$ cat src/rtl/input_taker_pkg.sv
// +--------------------------------------------------------------------------+
// | input_taker_pkg : shared Simon 32/64 widths, nibble counts, FSM encoding   |
// | Revision: 1.0                                                            |
// +--------------------------------------------------------------------------+
`default_nettype none

package input_taker_pkg;

  localparam int SIMON_N  = 32;
  localparam int SIMON_K  = 64;
  localparam int SIMON_M  = 4;

  localparam int NIB_TEXT = SIMON_N / SIMON_M;
  localparam int NIB_KEY  = SIMON_K / SIMON_M;

  // Raw encodings are shared with the output serializer's bench
  localparam logic [1:0] ST_IDLE      = 2'd0;
  localparam logic [1:0] ST_LOAD_KEY  = 2'd1;
  localparam logic [1:0] ST_LOAD_TEXT = 2'd2;
  localparam logic [1:0] ST_HOLD      = 2'd3;

  typedef enum logic [1:0] {
    IDLE      = ST_IDLE,
    LOAD_KEY  = ST_LOAD_KEY,
    LOAD_TEXT = ST_LOAD_TEXT,
    HOLD      = ST_HOLD
  } state_t;

  function automatic logic is_load_state(input state_t s);
    return (s == LOAD_KEY) || (s == LOAD_TEXT);
  endfunction

endpackage

`default_nettype wire

$ cat src/rtl/input_taker_if.sv
// +--------------------------------------------------------------------------+
// | input_taker_if : nibble input bus plus key/plaintext handoff to the core   |
// | Revision: 1.0                                                            |
// +--------------------------------------------------------------------------+
`default_nettype none

interface input_taker_if
  import input_taker_pkg::*;
#(
  parameter int N = SIMON_N,
  parameter int K = SIMON_K,
  parameter int M = SIMON_M
);

  logic         start;
  logic         key_load;
  logic         din_valid;
  logic [M-1:0] din;
  logic         consume;
  logic [N-1:0] plaintext;
  logic [K-1:0] key;
  logic         out_valid;
  logic         busy;

  modport master (
    output start, key_load, din_valid, din, consume,
    input  plaintext, key, out_valid, busy
  );

  modport slave (
    input  start, key_load, din_valid, din, consume,
    output plaintext, key, out_valid, busy
  );

endinterface

`default_nettype wire

$ cat src/rtl/input_taker_nibble_shift_loader.sv
// +--------------------------------------------------------------------------+
// | nibble_shift_loader : W-bit register with indexed M-bit slice write      |
// | Revision: 1.0                                                            |
// +--------------------------------------------------------------------------+
`default_nettype none

module nibble_shift_loader #(
  parameter int W  = 32,
  parameter int M  = 4,
  parameter int IW = 5
) (
  input  wire logic          clk,
  input  wire logic          reset,
  input  wire logic          wr_en,
  input  wire logic [IW-1:0] wr_idx,
  input  wire logic [M-1:0]  wr_data,
  output logic      [W-1:0]  q
);

  localparam int NIBS = W / M;

  logic [W-1:0] r_q;

  always_ff @(posedge clk) begin
    if (reset) begin
      r_q <= '0;
    end else if (wr_en) begin
      for (int i = 0; i < NIBS; i++) begin
        if (wr_idx == IW'(i)) begin
          r_q[i*M +: M] <= wr_data;
        end
      end
    end
  end

  assign q = r_q;

endmodule

`default_nettype wire

$ cat src/rtl/input_taker.sv
// +--------------------------------------------------------------------------+
// | input_taker : assembles Simon key and plaintext from LSB-first nibbles   |
// | Revision: 1.0                                                            |
// +--------------------------------------------------------------------------+
`default_nettype none

module input_taker
  import input_taker_pkg::*;
#(
  parameter int N = SIMON_N,
  parameter int K = SIMON_K,
  parameter int M = SIMON_M
) (
  input wire logic   clk,
  input wire logic   reset,
  input_taker_if.slave bus
);

  localparam int NK    = K / M;
  localparam int NT    = N / M;
  localparam int CNT_W = $clog2(NK) + 1;

  localparam logic [CNT_W-1:0] C_KEY_LAST  = CNT_W'(NK - 1);
  localparam logic [CNT_W-1:0] C_TEXT_LAST = CNT_W'(NT - 1);

  state_t           r_state;
  state_t           w_state_next;
  logic [CNT_W-1:0] r_cnt;
  logic [CNT_W-1:0] w_cnt_next;
  logic             r_out_valid;
  logic             r_busy;
  logic             w_key_we;
  logic             w_text_we;
  logic [K-1:0]     w_key;
  logic [N-1:0]     w_text;

  always_ff @(posedge clk) begin
    if (reset) begin
      r_state     <= IDLE;
      r_cnt       <= '0;
      r_out_valid <= 1'b0;
      r_busy      <= 1'b0;
    end else begin
      r_state     <= w_state_next;
      r_cnt       <= w_cnt_next;
      r_out_valid <= (w_state_next == HOLD);
      r_busy      <= is_load_state(w_state_next);
    end
  end

  always_comb begin
    w_state_next = r_state;
    w_cnt_next   = r_cnt;
    w_key_we     = 1'b0;
    w_text_we    = 1'b0;
    unique case (r_state)
      IDLE: begin
        if (bus.start) begin
          w_state_next = bus.key_load ? LOAD_KEY : LOAD_TEXT;
          w_cnt_next   = '0;
        end
      end
      LOAD_KEY: begin
        if (bus.din_valid) begin
          w_key_we = 1'b1;
          if (r_cnt == C_KEY_LAST) begin
            w_state_next = LOAD_TEXT;
            w_cnt_next   = '0;
          end else begin
            w_cnt_next = r_cnt + 1'b1;
          end
        end
      end
      LOAD_TEXT: begin
        if (bus.din_valid) begin
          w_text_we = 1'b1;
          if (r_cnt == C_TEXT_LAST) begin
            w_state_next = HOLD;
            w_cnt_next   = '0;
          end else begin
            w_cnt_next = r_cnt + 1'b1;
          end
        end
      end
      HOLD: begin
        // A start coinciding with consume chains straight into the next load
        if (bus.consume) begin
          w_cnt_next = '0;
          if (bus.start) begin
            w_state_next = bus.key_load ? LOAD_KEY : LOAD_TEXT;
          end else begin
            w_state_next = IDLE;
          end
        end
      end
      default: begin
        w_state_next = IDLE;
        w_cnt_next   = '0;
      end
    endcase
  end

  nibble_shift_loader #(
    .W  (K),
    .M  (M),
    .IW (CNT_W)
  ) u_key_loader (
    .clk     (clk),
    .reset   (reset),
    .wr_en   (w_key_we),
    .wr_idx  (r_cnt),
    .wr_data (bus.din),
    .q       (w_key)
  );

  nibble_shift_loader #(
    .W  (N),
    .M  (M),
    .IW (CNT_W)
  ) u_text_loader (
    .clk     (clk),
    .reset   (reset),
    .wr_en   (w_text_we),
    .wr_idx  (r_cnt),
    .wr_data (bus.din),
    .q       (w_text)
  );

  assign bus.key       = w_key;
  assign bus.plaintext = w_text;
  assign bus.out_valid = r_out_valid;
  assign bus.busy      = r_busy;

endmodule

`default_nettype wire

$ cat src/flat_wrapper.sv
// flat-port wrapper written by rule: the top's interface ports become plain ports
module input_taker_flat import input_taker_pkg::*;
#(
  parameter int N = SIMON_N,
  parameter int K = SIMON_K,
  parameter int M = SIMON_M
)
  (clk, reset, bus_start, bus_key_load, bus_din_valid, bus_din, bus_consume, bus_plaintext, bus_key, bus_out_valid, bus_busy);
  input_taker_if #(.N(N), .K(K), .M(M)) bus_i ();
  input wire logic clk;
  input wire logic reset;
  input wire logic [$bits(bus_i.start)-1:0] bus_start;
  input wire logic [$bits(bus_i.key_load)-1:0] bus_key_load;
  input wire logic [$bits(bus_i.din_valid)-1:0] bus_din_valid;
  input wire logic [$bits(bus_i.din)-1:0] bus_din;
  input wire logic [$bits(bus_i.consume)-1:0] bus_consume;
  output wire logic [$bits(bus_i.plaintext)-1:0] bus_plaintext;
  output wire logic [$bits(bus_i.key)-1:0] bus_key;
  output wire logic [$bits(bus_i.out_valid)-1:0] bus_out_valid;
  output wire logic [$bits(bus_i.busy)-1:0] bus_busy;
  assign bus_i.start = bus_start;
  assign bus_i.key_load = bus_key_load;
  assign bus_i.din_valid = bus_din_valid;
  assign bus_i.din = bus_din;
  assign bus_i.consume = bus_consume;
  assign bus_plaintext = bus_i.plaintext;
  assign bus_key = bus_i.key;
  assign bus_out_valid = bus_i.out_valid;
  assign bus_busy = bus_i.busy;
  input_taker #(.N(N), .K(K), .M(M)) u_core (.clk(clk), .reset(reset), .bus(bus_i));
endmodule
$ cat config.mk
export PLATFORM = sky130hd
export DESIGN_NAME = input_taker_flat
export DESIGN_NICKNAME = d
export VERILOG_FILES = /design/src/rtl/input_taker_pkg.sv /design/src/rtl/input_taker_if.sv /design/src/rtl/input_taker_nibble_shift_loader.sv /design/src/rtl/input_taker.sv /design/src/flat_wrapper.sv
export SDC_FILE = /design/constraint.sdc
export NUM_CORES = 1
export LEC_CHECK = 0
export CAP_MARGIN = 30
export CORE_ASPECT_RATIO = 1.1
export CORE_MARGIN = 2
export CORE_UTILIZATION = 49
export CTS_BUF_LIST = sky130_fd_sc_hd__clkbuf_16
export DETAILED_ROUTE_END_ITERATION = 6
export GPL_ROUTABILITY_DRIVEN = 0
export PLACE_DENSITY = 0.9
export SYNTH_ARGS = -nofsm -noshare
export SYNTH_HDL_FRONTEND = slang
export SYNTH_SLANG_ARGS = --single-unit
$ cat constraint.sdc
create_clock -name clk -period 2.4 [get_ports clk]
set_input_delay 0.48 -clock clk [delete_from_list [all_inputs] [get_ports clk]]
set_output_delay 0.48 -clock clk [all_outputs]
set_load 0.01 [all_outputs]
* After elaboration in Yosys (flattened, before gate mapping)
Cells that the tools add are included.
** Storage, ports and cells
- Bits in registers :: 105
- Bits of input ports :: 10
- Output and inout port bits :: 98
- Logic and storage cells :: 101
** Cells by class
- $add $sub $neg :: 1
- Equality and inequality tests :: 25
- Multiplexer cells :: 19
- Reductions and logical operators :: 28
** Operator list (count)
- $reduce_and A2 Y1 :: 24
- $eq A5 B4 Y1 const B :: 8
- $mux W5 :: 6
- $eq A5 B3 Y1 const B :: 4
- $pmux W5 S4 :: 1
- $mux W2 :: 8
- $eq A5 B2 Y1 const B :: 2
- $eq A2 B2 Y1 const B :: 4
- $ne A2 B2 Y1 const B :: 4
- $pmux W2 S4 :: 1
- $add A5 B1 Y5 const B :: 1
- $eq A5 B1 Y1 const B :: 1
- $logic_not A5 Y1 :: 1
- $eq A2 B1 Y1 const B :: 2
- $reduce_and A4 Y1 :: 1
- $mux W1 :: 3
- $logic_not A2 Y1 :: 1
- $logic_or A1 B1 Y1 :: 1

* Logic depth before layout (Yosys ltp)
- Depth in word-level cells :: 6
- Mapped depth :: 10
- Depth with buffers taken out :: 10

* Cells and area by module
From an unflattened synthesis, not the netlist that was laid out.
** Unflattened totals
- Cell total of the unflattened synthesis :: 433
- Area, all modules :: 4535.6 um^2
** By module, submodules not included
- nibble_shift_loader (u_core.u_key_loader) :: times used 1, cells each 235, area each 2586.2 um^2, seq. area each 1281.2 um^2
- nibble_shift_loader (u_core.u_text_loader) :: times used 1, cells each 121, area each 1303.8 um^2, seq. area each 640.6 um^2
- input_taker :: times used 1, cells each 77, area each 645.6 um^2, seq. area each 180.2 um^2

* Least setup slack after synthesis
No wires, ideal clock.
- Path kind :: register to register
- From :: register u_core.r_cnt[0]
- To :: register u_core.r_busy, in the netlist u_core.bus.busy
- Library setup time :: 114 ps
- Arrival time :: 1993 ps
- Required time :: 2286 ps
- Path slack :: 293 ps
- Cell stages (with the launch flop) :: 11
- Buffers on the path :: 0
- Clock period less this slack :: 2107 ps
- Path through :: dfxtp_1 > ha_1 > nand3_1 > inv_1 > ha_1 > nand2_1 > a211oi_1 > o211ai_1 > o21a_1 > ha_1 > nor2b_1
** Between the ends
- Longest elaborated chain between the ends :: 6
- Elaborated cells on any way between the ends :: 10
- Classes of those cells :: eq/ne: 4; mux: 5; reduce/logical: 1
** Ends and longest elaborated chain
- start: declaration :: RTL line input_taker.sv:28 : logic [CNT_W-1:0] r_cnt;
- start signal: assignment :: RTL line input_taker.sv:45 : r_cnt <= w_cnt_next;
- $eq A5 B3 Y1 or $eq A5 B4 Y1 (tied branches) :: RTL line input_taker.sv:77, input_taker.sv:66
- $mux W2 (on tied branches) :: RTL line input_taker.sv:77, input_taker.sv:66
- $mux W2 (on tied branches) :: RTL line input_taker.sv:75, input_taker.sv:64
- $pmux W2 S4 * :: RTL line input_taker.sv:56 : unique case (r_state)
- net u_core.w_state_next[0] :: RTL line input_taker.sv:27 : state_t w_state_next;
- $eq A2 B1 Y1 or $eq A2 B2 Y1 (tied branches) :: RTL line input_taker_pkg.sv:30 : return (s == LOAD_KEY) || (s == LOAD_TEXT);
- $logic_or A1 B1 Y1 * :: RTL line input_taker_pkg.sv:30
- end signal: assignment :: RTL line input_taker.sv:47 : r_busy <= is_load_state(w_state_next);
- end: declaration :: RTL line input_taker.sv:31 : logic r_busy;
Mark *: on every way through the listed nets, which the timed path passes. The rest lies on a longest branch.
A chain may end at the register's enable or synchronous reset.

* Final worst setup path
- From :: register u_core.r_cnt[1]
- To :: register u_core.r_busy, in the netlist u_core.bus.busy
The elaborated chain is that of the path after synthesis.

==> results.md <==
* Sw power at 1.124 mW
* Largest family of logic cells by synthesized area: multiplexers
* Via count at 3,396
* Pwr/cell area at 669.5 nW/µm²
* Synthesis-to-layout area growth at 34.85%
* Layout cell share with drive strength beyond 1 at 0.09612
* FF-to-FF path depth at 10
* Seq pwr share at 0.467
* Starting Density at 0.4976
* Synth Area in Adders at 0.03453
* DRT Pass-1 Iters at 6
* Slew at the pin with the worst max-slew slack at 0.5878 ns
* Vias in the first global route at 3,477
* Die area at slightly below 10,000 µm²
* Synthesized instance count at between 400 and 500
* Crit path top cell by count: ha_1
* Register area at 2102 µm²
* Setup violators final at 0
* Yosys top cell by area: dfxtp_1
* Internal power at 2.802 mW
* Most frequent cells in the layout: clkdlybuf4s50_1, nor2_1, dfxtp_1
* Global-route wire length before repair at 17.24 mm
* Core region area at 8738 µm²
* Post-synthesis mux area share at 0.2210
* Largest net degree at the start of global routing at 47
* Netlist Area Pre-Place at 4348 µm²
* R2r setup slk at 0.19 ns
* # clock sinks at 105
* Final hold slack at 0.4934 ns
* Grt ovf at 0
* Max cap viols at 0
* Maximum VDD drop at roughly 0.00043 V
* Crit path max-delay cell type: dfxtp_1
* Yosys top cell area share at 0.4835
* WL per Instance at 16.16 µm
* Xor/xnor share of the synthesized area at 0
* Clock transition at path regs at 0.08 ns
* Sw Ratio at 0.2862
* Final worst-path cycle share at 0.9213
* Synth Warn # at 0
* Fmax at between 400 and 500 MHz
* Most common cell after layout, fill and taps aside: clkdlybuf4s50_1
* Rows at 36
* Drt drc at 0
* CP peak stage delay at 0.41 ns
* Setup CP Type: reg -> reg
* Root buf cell: clkbuf_16
* N_diodes at 0
* I/O Buffers at 107
* Post-route ant nets at 0
* Max-slew headroom at 0.6081
* Hold/Removal Path Class: reg -> reg
* Via/cell ratio at around 5.2
* Worst setup SP type: flip-flop
* Synth unique cells at 37
* WHS Path Cells at 2
* Setup Skew at around 0.0089 ns
* FILL cells at 671
* Worst-path maximum fanout at 5
* Critical path required time at 2.62 ns
* RSZ-0062 raised after global routing: no
* Yosys reg bits at 105
* Synth top area cells: dfxtp_1, mux2i_1, nor2_1
* Chip Width at about 94 µm
* Multi-input gate area at 2063 µm²
* Clock power share at 0.368
* Antenna violations before repair at 0
* Post-CTS Resized at 0
* Initial DRC Count at approximately 190
* Final max-slew violation count at 0
* Leakage power at 2.536 nW
* GRT Total Usage at 0.2275
* Critical path arrival at 2.43 ns
* Register area share after synthesis at 0.4835
* Clk_lat worst skew at 0.35 ns
* Top-level I/O count at 108
* Fin. Hold Viols at 0
* Final min period at 2.211 ns
* Place WS at between 0.1 and 0.15 ns
* Net Count, Synth at 449
* Post-synthesis compound-gate area fraction at 0.02676
* Total wire length at ~11 mm
* Die height at just over 100 µm
* Total setup buffers inserted after CTS at 0
* Post-synthesis simple-gate area fraction at 0.1922
* Setup ws final at 0.1889 ns
* Fin nets at 558
* Post-route total power at 3.926 mW
* H-tree depth at 3
* Setup tns final at 0 ns
* Combinational share of power at 0.165
* Dpl hpwl at 7.395 mm
* CP Capture Type: flip-flop
* TritonCTS buffer count at 9
* Hold buffers post-CTS at 0
* Clock Path Buffers at 2
* Finished Core Util at 0.6710
* CTS tree: yes
* Syn_area_per_cell at 10.18 µm²
* Run status: completed
* Crit-path cells: ha_1, nand3_1, inv_1, ha_1, nand2_1, a211oi_1, o211ai_1, o21a_1, ha_1, nor2b_1
critical path, delay by kind of cell, from the launching register on:
kind,cells,cell delay [ns]
simple gates,3,0.33
compound gates,3,0.58
buf+inv,1,0.09
flops,1,0.41
fa+ha+maj,3,0.68
synth_stat cells:
| cell | count |
|---|---|
| a211oi_1 | 1 |
| a21oi_1 | 4 |
| a31oi_1 | 2 |
| a32o_1 | 1 |
| a32oi_1 | 1 |
| and2b_1 | 1 |
| and3b_1 | 1 |
| buf_2 | 10 |
| buf_4 | 4 |
| buf_6 | 2 |
| clkbuf_1 | 12 |
| dfxtp_1 | 105 |
| dlygate4sd1_1 | 1 |
| ha_1 | 12 |
| inv_1 | 7 |
| mux2i_1 | 96 |
| nand2_1 | 9 |
| nand2b_2 | 1 |
| nand2b_4 | 1 |
| nand3_1 | 11 |
| nand3_2 | 2 |
| nand3b_1 | 1 |
| nand4_1 | 4 |
| nand4b_1 | 2 |
| nand4b_4 | 4 |
| nand4bb_1 | 1 |
| nor2_1 | 105 |
| nor2_4 | 4 |
| nor2b_1 | 6 |
| nor3_2 | 1 |
| nor3b_1 | 1 |
| o211ai_1 | 1 |
| o21a_1 | 4 |
| o21ai_0 | 2 |
| o21ba_2 | 1 |
| or2_2 | 1 |
| or3_1 | 5 |
final cells by class:
class	count	area share
Clock buffer	9	0.03841
Timing Repair Buffer	127	0.2100
Inverter	7	0.004481
Tap cell	114	0.02433
Multi-Input combinational cell	286	0.3519
Clock inverter	7	0.01238
Sequential cell	105	0.3585
power by group through the flow:
| stage | sequential (mW) | clock, mW | combinational [mW] |
|---|---|---|---|
| 5_1_grt | 1.84 | 1.53 | 0.711 |
| 6_report | 1.83 | 1.44 | 0.648 |
| 3_3_place_gp | 1.87 | 0 | 0.611 |
| 2_1_floorplan | 1.88 | 0 | 0.444 |
| 4_1_cts | 1.83 | 1.46 | 0.643 |
| 3_5_place_dp | 1.87 | 0 | 0.633 |
final timing paths:
| path | start | endpoint |
|---|---|---|
| setup / recovery | u_core.r_cnt[1] | u_core.bus.busy |
| hold reg to reg | u_core.u_key_loader.q[48] | u_core.u_key_loader.q[48] |
| setup reg to reg | u_core.r_cnt[1] | u_core.bus.busy |
| hold / removal | u_core.u_key_loader.q[48] | u_core.u_key_loader.q[48] |
metrics by stage:
stage	cells	area (µm²)
after CTS	655	5863
after global placement	639	5565
final	655	5863
after detailed placement	639	5565
after global routing	655	5863
after floorplan	427	4348
logic make-up after synthesis:
kind of cell	Yosys count
AO/OA/AOI/OAI	17
buffers and inverters	36
multiplexers	96
AND/OR/NAND/NOR	161
flip-flops	105
adder cells (fa/ha/maj)	12
registers in the layout, indices dropped and copies added, names as in the netlist:
name,flops
u_core.bus.busy,1
u_core.u_text_loader.q,32
u_core.u_key_loader.q,64
u_core.r_cnt,5
u_core.bus.out_valid,1
u_core.r_state,2
metal layers:
| layer | share of wire | wire [µm] | vias up | track usage |
|---|---|---|---|---|
| li1 | - | - | 1657 | - |
| met1 | 0.41 | 4388 | 1618 | 0.2769 |
| met2 | 0.52 | 5484 | 107 | 0.4099 |
| met3 | 0.060 | 631 | 14 | 0.04167 |
| met4 | 0.0075 | 79 | 0 | 0.07023 |
| met5 | 0 | 0 | - | 0 |
(Power assumes the default switching activity.)
